**src/rtl/vedic_mul_arbiter.sv**
```systemverilog
// Two-requester front end sharing one 4x4 Vedic multiplier.
// Round-robin grant, fixed three-cycle IDLE/MUL/RESP sequence, and a response held under backpressure.
module vedic_mul_arbiter (
    input  logic       clk,
    input  logic       rst,
    input  logic       req0_valid,
    output logic       req0_ready,
    input  logic [3:0] req0_a,
    input  logic [3:0] req0_b,
    input  logic       req1_valid,
    output logic       req1_ready,
    input  logic [3:0] req1_a,
    input  logic [3:0] req1_b,
    output logic       rsp_valid,
    input  logic       rsp_ready,
    output logic       rsp_id,
    output logic [7:0] rsp_p,
    output logic       busy,
    output logic [7:0] op_count
);

    typedef enum logic [1:0] {
        IDLE = 2'd0,
        MUL  = 2'd1,
        RESP = 2'd2
    } state_t;

    state_t     state_q;
    logic       last_grant_q;
    logic [3:0] op_a_q;
    logic [3:0] op_b_q;
    logic       op_id_q;
    logic       rsp_valid_q;
    logic       rsp_id_q;
    logic [7:0] rsp_p_q;
    logic [7:0] op_count_q;

    logic       grant_id;
    logic       accept;
    logic [7:0] product;

    // 2x2 Urdhva-Tiryagbhyam cell: vertical and crosswise partial products.
    function automatic logic [3:0] vedic2(input logic [1:0] a, input logic [1:0] b);
        logic c1, c2, t, carry;
        c1    = a[1] & b[0];
        c2    = a[0] & b[1];
        carry = c1 & c2;
        t     = a[1] & b[1];
        return {t & carry, t ^ carry, c1 ^ c2, a[0] & b[0]};
    endfunction

    function automatic logic [7:0] vedic4(input logic [3:0] a, input logic [3:0] b);
        logic [3:0] q0, q1, q2, q3;
        q0 = vedic2(a[1:0], b[1:0]);
        q1 = vedic2(a[3:2], b[1:0]);
        q2 = vedic2(a[1:0], b[3:2]);
        q3 = vedic2(a[3:2], b[3:2]);
        return {4'b0, q0} + {2'b0, q1, 2'b0} + {2'b0, q2, 2'b0} + {q3, 4'b0};
    endfunction

    assign product = vedic4(op_a_q, op_b_q);

    always_comb begin
        // NOTE: default assignment first so every path drives grant_id; no latch is inferred.
        grant_id = 1'b0;
        if (req0_valid && req1_valid) begin
            grant_id = ~last_grant_q;
        end else if (req1_valid) begin
            grant_id = 1'b1;
        end
    end

    // Readys are combinational from valids; rst gates them so nothing is offered during reset.
    assign accept     = (state_q == IDLE) && !rst && (req0_valid || req1_valid);
    assign req0_ready = accept && !grant_id;
    assign req1_ready = accept && grant_id;

    always_ff @(posedge clk or posedge rst) begin
        if (rst) begin
            state_q      <= IDLE;
            last_grant_q <= 1'b1;
            op_a_q       <= 4'd0;
            op_b_q       <= 4'd0;
            op_id_q      <= 1'b0;
            rsp_valid_q  <= 1'b0;
            rsp_id_q     <= 1'b0;
            rsp_p_q      <= 8'd0;
            op_count_q   <= 8'd0;
        end else begin
            // NOTE: non-blocking assignments keep every register update order-independent.
            case (state_q)
                IDLE: begin
                    if (accept) begin
                        op_a_q       <= grant_id ? req1_a : req0_a;
                        op_b_q       <= grant_id ? req1_b : req0_b;
                        op_id_q      <= grant_id;
                        last_grant_q <= grant_id;
                        state_q      <= MUL;
                    end
                end
                MUL: begin
                    rsp_p_q     <= product;
                    rsp_id_q    <= op_id_q;
                    rsp_valid_q <= 1'b1;
                    state_q     <= RESP;
                end
                RESP: begin
                    if (rsp_ready) begin
                        rsp_valid_q <= 1'b0;
                        op_count_q  <= op_count_q + 8'd1;
                        state_q     <= IDLE;
                    end
                end
                default: state_q <= IDLE;
            endcase
        end
    end

    assign rsp_valid = rsp_valid_q;
    assign rsp_id    = rsp_id_q;
    assign rsp_p     = rsp_p_q;
    assign op_count  = op_count_q;
    assign busy      = (state_q != IDLE);

endmodule
```
**config.mk**
```make
export PLATFORM = sky130hd
export DESIGN_NAME = vedic_mul_arbiter
export DESIGN_NICKNAME = d
export VERILOG_FILES = /design/src/rtl/vedic_mul_arbiter.sv
export SDC_FILE = /design/constraint.sdc
export NUM_CORES = 1
export LEC_CHECK = 0
export CORE_MARGIN = 3
export CORE_UTILIZATION = 35
export CTS_BUF_LIST = sky130_fd_sc_hd__clkbuf_4 sky130_fd_sc_hd__clkbuf_8
export CTS_CLUSTER_DIAMETER = 120
export DETAILED_ROUTE_END_ITERATION = 8
export GPL_TIMING_DRIVEN = 0
export PLACE_DENSITY = 0.65
export SYNTH_ARGS = -nofsm -noshare
export SYNTH_HDL_FRONTEND = slang
export SYNTH_SLANG_ARGS = --single-unit
```
**constraint.sdc**
```tcl
create_clock -name clk -period 3.3 [get_ports clk]
set_input_delay 0.495 -clock clk [delete_from_list [all_inputs] [get_ports clk]]
set_output_delay 0.495 -clock clk [all_outputs]
set_load 0.005 [all_outputs]
```
# Word level (Yosys, flattened, before mapping)
# Index checks and enable logic that the tools add are counted.
# classes
add_sub_neg	4
n_eq_ne	4
n_mux	9
bitwise	33
reduce_logical	15
# ops
operator	n
1-bit AND	24
7-bit by 6-bit adder with 8-bit output	1
8-bit by 1-bit adder with 8-bit output, second input constant	1
8-bit adder	1
4-bit two-way mux	2
2-bit AND reduction	4
1-bit XOR	8
4-bit by 6-bit adder with 7-bit output	1
2-bit case mux with 3 select lines	1
1-bit logical AND	5
2-bit two-way mux	2
2-bit != test, second input constant	2
2-bit nonzero test	2
1-bit two-way mux	3
2-bit by 1-bit == test with 1-bit output, second input constant	1
2-bit == test, second input constant	1
1-bit logical NOT	2
2-bit logical NOT	1
1-bit case mux with 2 select lines	1
1-bit logical OR	1
1-bit inverter	1
# word_totals
register_bits	30
inputBits	21
out_inout_bits	21
word_cells	74

# Logic depth before layout (Yosys ltp)
# Gate-level depths: netlist (run 1).
# depth
ltp_word	6
mapped_depth	11
mapped_depth_nobuf	11

# Worst setup path before layout (run 1)
# OpenSTA, ideal clock, no wires.
# synth_timing
path_type	register to register
from	reg op_b_q[0]
to	reg rsp_p_q[7] (netlist: rsp_p[7])
t_arrival_ns	2.392
required_ns	3.169
path_slack_ns	0.776
path_stages_with_launch	11
n_path_buf	0
period_less_slack_ns	2.524
cell_sequence	dfrtp_1 > and2_1 > ha_1 > ha_1 > inv_1 > fa_1 > inv_1 > fa_1 > a21oi_1 > or4_1 > nand3_1
# synth_between
elab_chain_cells	6
elab_cells_between_ends	15
cone_classes	add/sub: 3; bitwise: 12
# synth_lines
item	line_no	text
start, declared	31	logic [3:0] op_b_q;
start signal, assigned	95	op_b_q <= grant_id ? req1_b : req0_b;
1-bit AND	45	c1 = a[1] & b[0];
1-bit AND	47	carry = c1 & c2;
1-bit XOR or 1-bit AND (tied branches)	49	return {t & carry, t ^ carry, c1 ^ c2, a[0] & b[0]};
4-bit by 6-bit adder with 7-bit output *	58	return {4'b0, q0} + {2'b0, q1, 2'b0} + {2'b0, q2, 2'b0} + {q3, 4'b0};
7-bit by 6-bit adder with 8-bit output *	58	
8-bit adder *	58	
end signal, assigned	102	rsp_p_q <= product;
end, declared	35	logic [7:0] rsp_p_q;
# Mark *: on every way between the ends. The rest lies on a longest branch, timed or not.
# A chain may end at the register's enable or synchronous reset.

# Worst setup path after layout (run 1)
# Ends and elaborated chain as after synthesis.

==> results.yml, run 1 <==
run_status:
  outcome: "complete, no violations"
cells_and_area:
  syn_to_final_growth_pct: 32.11
  instances_no_fill: 287
  antennaDiodeCount: 0
  nNetsFinal: 258
  drive_gt1_frac: 0.1455
  fill_cells: 459
worst_setup_path:
  reg2reg_from: "op_b_q[0]"
  slowest_delay_ns: 0.52
  cp_top_family: "adder cells"
  cp.required_ns: 3.46
  critPathLaunchType: "flop"
  worst-path-buf-inv: 2
  critPathMaxFanout: 5
  crit_path_end_kind: "flop"
  cp_slowest_cell: "fa_1"
  arrival_ns: 2.88
  worstSetupPathType: "flop to flop"
  startpoint: "op_b_q[0]"
  crit_chain: "and2_1 -> ha_1 -> ha_1 -> inv_1 -> fa_1 -> inv_1 -> fa_1 -> a21oi_1 -> or4_1 -> nand3_1"
timing:
  fin_crit_sh: 0.8233
  period_minus_slack_ns: 2.717
  tns_ns: 0
  fmax_mhz: 368.1
  hold_viol_final: 0
  report.final.slew_viol_count: 0
  grt_setup_unrepaired: "false"
  slew_headroom: 0.2519
  tightest_slew_ns: 1.121
  setup_violations: 0
  finalClockSkew_ns: 0.005658
pwr:
  static-leakage-power_nw: 1.100
  fin_total_pwr_mw: 1.951
  peakVddDrop_mv: 0.3302
  pwr_density_cell_nw_per_um2: 816.7
synthesis:
  synth_fp_nets: 210
  synth.top_cell.area_share: 0.4014
  synth.cell_area_sq_um: 1808
  synth_warnings: 0
  async_flop_share: 1.000
  yosys_most_used_dff: "dfrtp_1"
  ys_seq_area_frac: 0.4159
  synth_edf_count: 0
  avgSynthCellArea_sq_um: 10.57
  synthCells: 171
  synth_top_cells_by_area: "dfrtp_1 40%, mux2_2 11%, ha_1 9.0%, fa_1 5.5%, and2_1 5.2%"
  synth_top_area_cell: "dfrtp_1"
  synth.ff_latch_count: 30
  synthDistinctLibCells: 30
cts:
  insertion_delay_ns: 0.29
  hold_buffers: 0
  path_clk_slew_ns: 0.07
  cts_tree: "yes"
  htreeDepth: 2
  cts_root_buf: "clkbuf_8"
  cts_setup_buffers: 0
  cts_resized: 0
  clock_sinks: 30
  ctsLongestPathBuffers: 2
  cts_made_buffers: 5
route:
  vias: 1305
  routed_via_density: 4.547
  ant_nets: 0
  routed_wl_mm: 3.357
  drt_iter0_markers: 35
  routedWlPerCell_um: 11.70
  first_pass_iters: 3
  route.detailed.drc: 0
global_routing:
  antenna_found_initial: 0
  first_global_vias: 1326
  grt_overflow_total: 0
  track_usage: 0.1239
  grt_pass1_wl_mm: 5.906
  grt_max_degree: 31
placed_design:
  hpwl_mm: 2.519
  placed_cells: 279
  io_buffer_count: 41
  place_congestion: 0.7680
hold_path:
  hold_path_startpoint: "op_count[7]"
  hold_path.class: "flop to flop"
die:
  coreArea_sq_um: 4848
  die_w_um: 77.87
  rows: 25
  start_util: 0.3729
  die_area_sq_um: 6064
  die_y_um: 77.87
  boundaryPins: 42
run:
  drv_cap: 0
[power by group]
part	internal [mW]	switching, mW	total (mW)
Clock	0.154	0.143	0.297
Sequential	0.517	0.135	0.652
Combinational	0.541	0.461	1.00
[metal layers]
metal,GRT usage,wire length (um)
met4,0.06584,58
met1,0.1434,1507
met2,0.2072,1593
met3,0.03364,198
met5,0,0
[final timing paths]
path / end / slack, ns / depth (start not counted)
setup / recovery: rsp_p[7] / 0.58 / 10
hold / removal: op_count[7] / 0.47 / 1
setup reg to reg: rsp_p[7] / 0.58 / 10
hold reg to reg: op_count[7] / 0.47 / 1
max in group asynchronous: rsp_p[5] / 1.72 / 2
min in group asynchronous: state_q[1] / 0.91 / 2
[Yosys cell counts (all sizes together) (3+ instances only)]
| library cell | count |
|---|---|
| ha | 13 |
| fa | 5 |
| nor3 | 3 |
| inv | 20 |
| dfrtp | 29 |
| nand2 | 25 |
| and2 | 15 |
| mux2 | 18 |
| nand4 | 3 |
| nand3 | 5 |
| xnor2 | 6 |
| a21oi | 4 |
[state kept, by name, indices dropped and copies added, names as in the netlist]
signal / count
op_id_q: 1
rsp_id: 1
rsp_p: 8
last_grant_q: 1
rsp_valid: 1
op_count: 8
op_b_q: 4
op_a_q: 4
state_q: 2
[worst reg2reg max path: cells and delay by family, from the launching register on]
family          cells  cell delay (ns)
fa+ha+maj           4             1.46
flops               1             0.42
simple gates        3             0.38
compound gates      1             0.22
buf+inv             2             0.12
[cell type report]
type	instances	area [sq um]	area share
inverter	20	75.07	0.03143
timing repair buffer	41	410.4	0.1718
sequential	30	752.0	0.3148
multi-input combinational	117	950.9	0.3981
tap	67	83.83	0.03510
clock buffer	6	76.32	0.03195
clock inverter	2	10.01	0.004191
buffer	4	30.03	0.01257
[metrics by stage]
step | setup slack [ns] | utilization | hold WS (ns) | cell area [sq um]
floorplan | 0.7761 | - | 0.4348 | 1808
global placement | 0.6112 | 0.4748 | 0.4545 | 2302
detailed placement | 0.6017 | 0.4748 | 0.4596 | 2302
CTS | 0.5651 | 0.4926 | 0.4717 | 2389
global route | 0.3898 | 0.4926 | 0.5034 | 2389
finish | 0.5833 | 0.4926 | 0.4667 | 2389
[layout by cell type, fill, tap and decap left out, types with 2 or more instances in the layout]
cell / synthesis / final
clkbuf_8: 0 / 5
buf_6: 2 / 2
nor4bb_1: 2 / 2
mux2_2: 18 / 18
nor3_1: 2 / 2
a21oi_1: 4 / 4
o2111ai_1: 2 / 2
nand2b_1: 2 / 2
nand3_1: 5 / 5
clkdlybuf4s50_1: 0 / 41
inv_1: 20 / 20
clkinv_2: 0 / 2
clkbuf_1: 2 / 2
ha_1: 13 / 13
xor2_1: 2 / 2
nand4_1: 3 / 3
and2_1: 15 / 15
dfrtp_1: 29 / 29
fa_1: 5 / 5
o21ai_0: 2 / 2
nand2_1: 25 / 25
xnor2_1: 6 / 6
or4_1: 2 / 2
[cells by family after synthesis]
group	share of synthesized area
adders and majority gates	0.1453
buffers and inverters	0.05813
AOI/OAI and AO/OA	0.03253
xor gates and xnor gates	0.03876
DFF	0.4159
and+or+nand+nor	0.1972
muxes	0.1121
Note: power is estimated with default switching activity, not from simulation.
==> run 2, diff against run 1 <==
==> constraint.sdc (replaced) <==
create_clock -name clk -period 2.66 [get_ports clk]
set_input_delay 0.399 -clock clk [delete_from_list [all_inputs] [get_ports clk]]
set_output_delay 0.399 -clock clk [all_outputs]
set_load 0.005 [all_outputs]
==> run 2 against run 1 <==
Compared with the run above:
- non-clock buffer count up 5
- maximum frequency grew 5.5%
- die area unchanged
- critical path depth stayed put
- worst hold slack worse by 0.0017 ns
- sequential power up 25%
- sequential share of layout area decreased by 1.1 points
- core utilization up 1.8 points
- critical path type unchanged
- highest routed layer unchanged
==> results.yml, run 2 (same netlist as run 1, synthesis figures left out) <==
global_routing:
  grt_overflow_total: 0
  grt_max_degree: 31
  track_usage: 0.1234
  first_global_vias: 1320
  grt_pass1_wl_mm: 5.878
  antenna_found_initial: 0
placed_design:
  placed_cells: 279
  pre_cts_slack_ns: -0.03833
  io_buffer_count: 41
  hpwl_mm: 2.519
  place_congestion: 0.7680
timing:
  setup_violations: 0
  report.final.slew_viol_count: 0
  finalClockSkew_ns: 0.005454
  tightest_slew_ns: 1.125
  slew_headroom: 0.2495
  worst_slack_ns: 0.08491
  period_minus_slack_ns: 2.575
  fmax_mhz: 388.3
  fin_crit_sh: 0.9681
  hold_viol_final: 0
worst_setup_path:
  cp.required_ns: 2.88
  worstSetupPathType: "flop to flop"
  crit_path_end_kind: "flop"
  critPathLaunchType: "flop"
  critPathMaxFanout: 5
  arrival_ns: 2.80
run:
  drv_cap: 0
pwr:
  pwr_density_cell_nw_per_um2: 1084
  static-leakage-power_nw: 1.120
  peakVddDrop_mv: 0.4262
cts:
  cts_made_buffers: 5
  htreeDepth: 2
  path_clk_slew_ns: 0.07
  ctsLongestPathBuffers: 2
  clock_sinks: 30
  hold_buffers: 0
  insertion_delay_ns: 0.29
  cts_root_buf: "clkbuf_8"
  cts_tree: "yes"
die:
  die_y_um: 77.87
  die_area_sq_um: 6064
  die_w_um: 77.87
  coreArea_sq_um: 4848
  boundaryPins: 42
  start_util: 0.3729
  rows: 25
route:
  routed_via_density: 4.630
  drt_iter0_markers: 35
  first_pass_iters: 4
  vias: 1352
  routedWlPerCell_um: 11.95
  ant_nets: 0
  route.detailed.drc: 0
  routed_wl_mm: 3.488
hold_path:
  hold_path.class: "flop to flop"
cells_and_area:
  fill_cells: 454
  syn_to_final_growth_pct: 36.95
  antennaDiodeCount: 0
  final_common_cell: "clkdlybuf4s50_1"
  instances_no_fill: 292
  drive_gt1_frac: 0.2311
  nNetsFinal: 263
  final_cell_mix: "41 x clkdlybuf4s50_1, 28 x dfrtp_1, 25 x nand2_1"
run_status:
  outcome: "complete, no violations"
==> run 2: cell types whose count changed in the layout (fill, tap and decap cells not counted), moves of 3 or more <==
cell / previous run / this run
buf_4: 0 / 5
and2_1: 15 / 11
and2_4: 0 / 4
ha_1: 13 / 9
inv_1: 20 / 17
inv_2: 0 / 3
==> run 2: critical path, stage by stage (launching register included) <==
cell	delay [ns]
dfrtp_1	0.43
and2_4	0.18
ha_1	0.19
ha_1	0.28
inv_1	0.05
fa_1	0.44
inv_2	0.09
fa_2	0.21
a21oi_2	0.06
or4_1	0.50
nand3_1	0.10
==> run 2: path summary, 6_finish.rpt <==
path	from	endpoint	slack, ns	depth (start not counted)
max reg2reg	op_b_q[0]	rsp_p[7]	0.08	10
min	op_count[7]	op_count[7]	0.47	1
min reg2reg	op_count[7]	op_count[7]	0.47	1
max	op_b_q[0]	rsp_p[7]	0.08	10
max in group asynchronous	rst	op_a_q[2]	1.10	2
min in group asynchronous	rst	op_count[2]	0.81	2
==> run 2: routing by layer <==
metal | vias up | global-route usage | wire [um]
li1 | 676 | - | -
met1 | 633 | 0.1426 | 1544
met2 | 38 | 0.2063 | 1680
met3 | 5 | 0.03364 | 201
met4 | 0 | 0.06584 | 61
met5 | - | 0 | 0
==> run 2: report_power, final <==
part,internal [mW],switching [mW]
sequential,0.643,0.171
combinational,0.841,0.658
clock,0.191,0.181
total,1.67,1.01
==> run 2: final cells by class <==
cell class / count / area, sq um / area share
sequential: 30 / 753.2 / 0.3042
buffer: 4 / 30.03 / 0.01213
multi-input combinational: 117 / 999.7 / 0.4037
tap: 67 / 83.83 / 0.03386
inverter: 20 / 75.07 / 0.03032
clock buffer: 6 / 76.32 / 0.03082
clock inverter: 2 / 10.01 / 0.004042
timing repair buffer: 46 / 447.9 / 0.1809
==> run 2: repair_timing <==
action | 4_1_cts | 5_1_grt
setup buffers | 0 | 5
resized for setup | 2 | 14
setup endpoints to repair | 1 | 2
pin swaps | 0 | 11
cloned | 0 | 0
endpoints found under the hold margin | 0 | 0
==> run 2: stage by stage <==
stage                     area [sq um]  hold WS, ns    util  power (mW)  setup TNS [ns]
final                             2476       0.4650  0.5107       2.685               0
after global routing              2476       0.5056  0.5107       2.960      -0.0001303
after CTS                         2395       0.4717  0.4939       2.505               0
after detailed placement          2302       0.4596  0.4748       2.058        -0.03833
after global placement            2302       0.4545  0.4748       2.038        -0.02878
after floorplan                   1808       0.4348       -       1.610               0
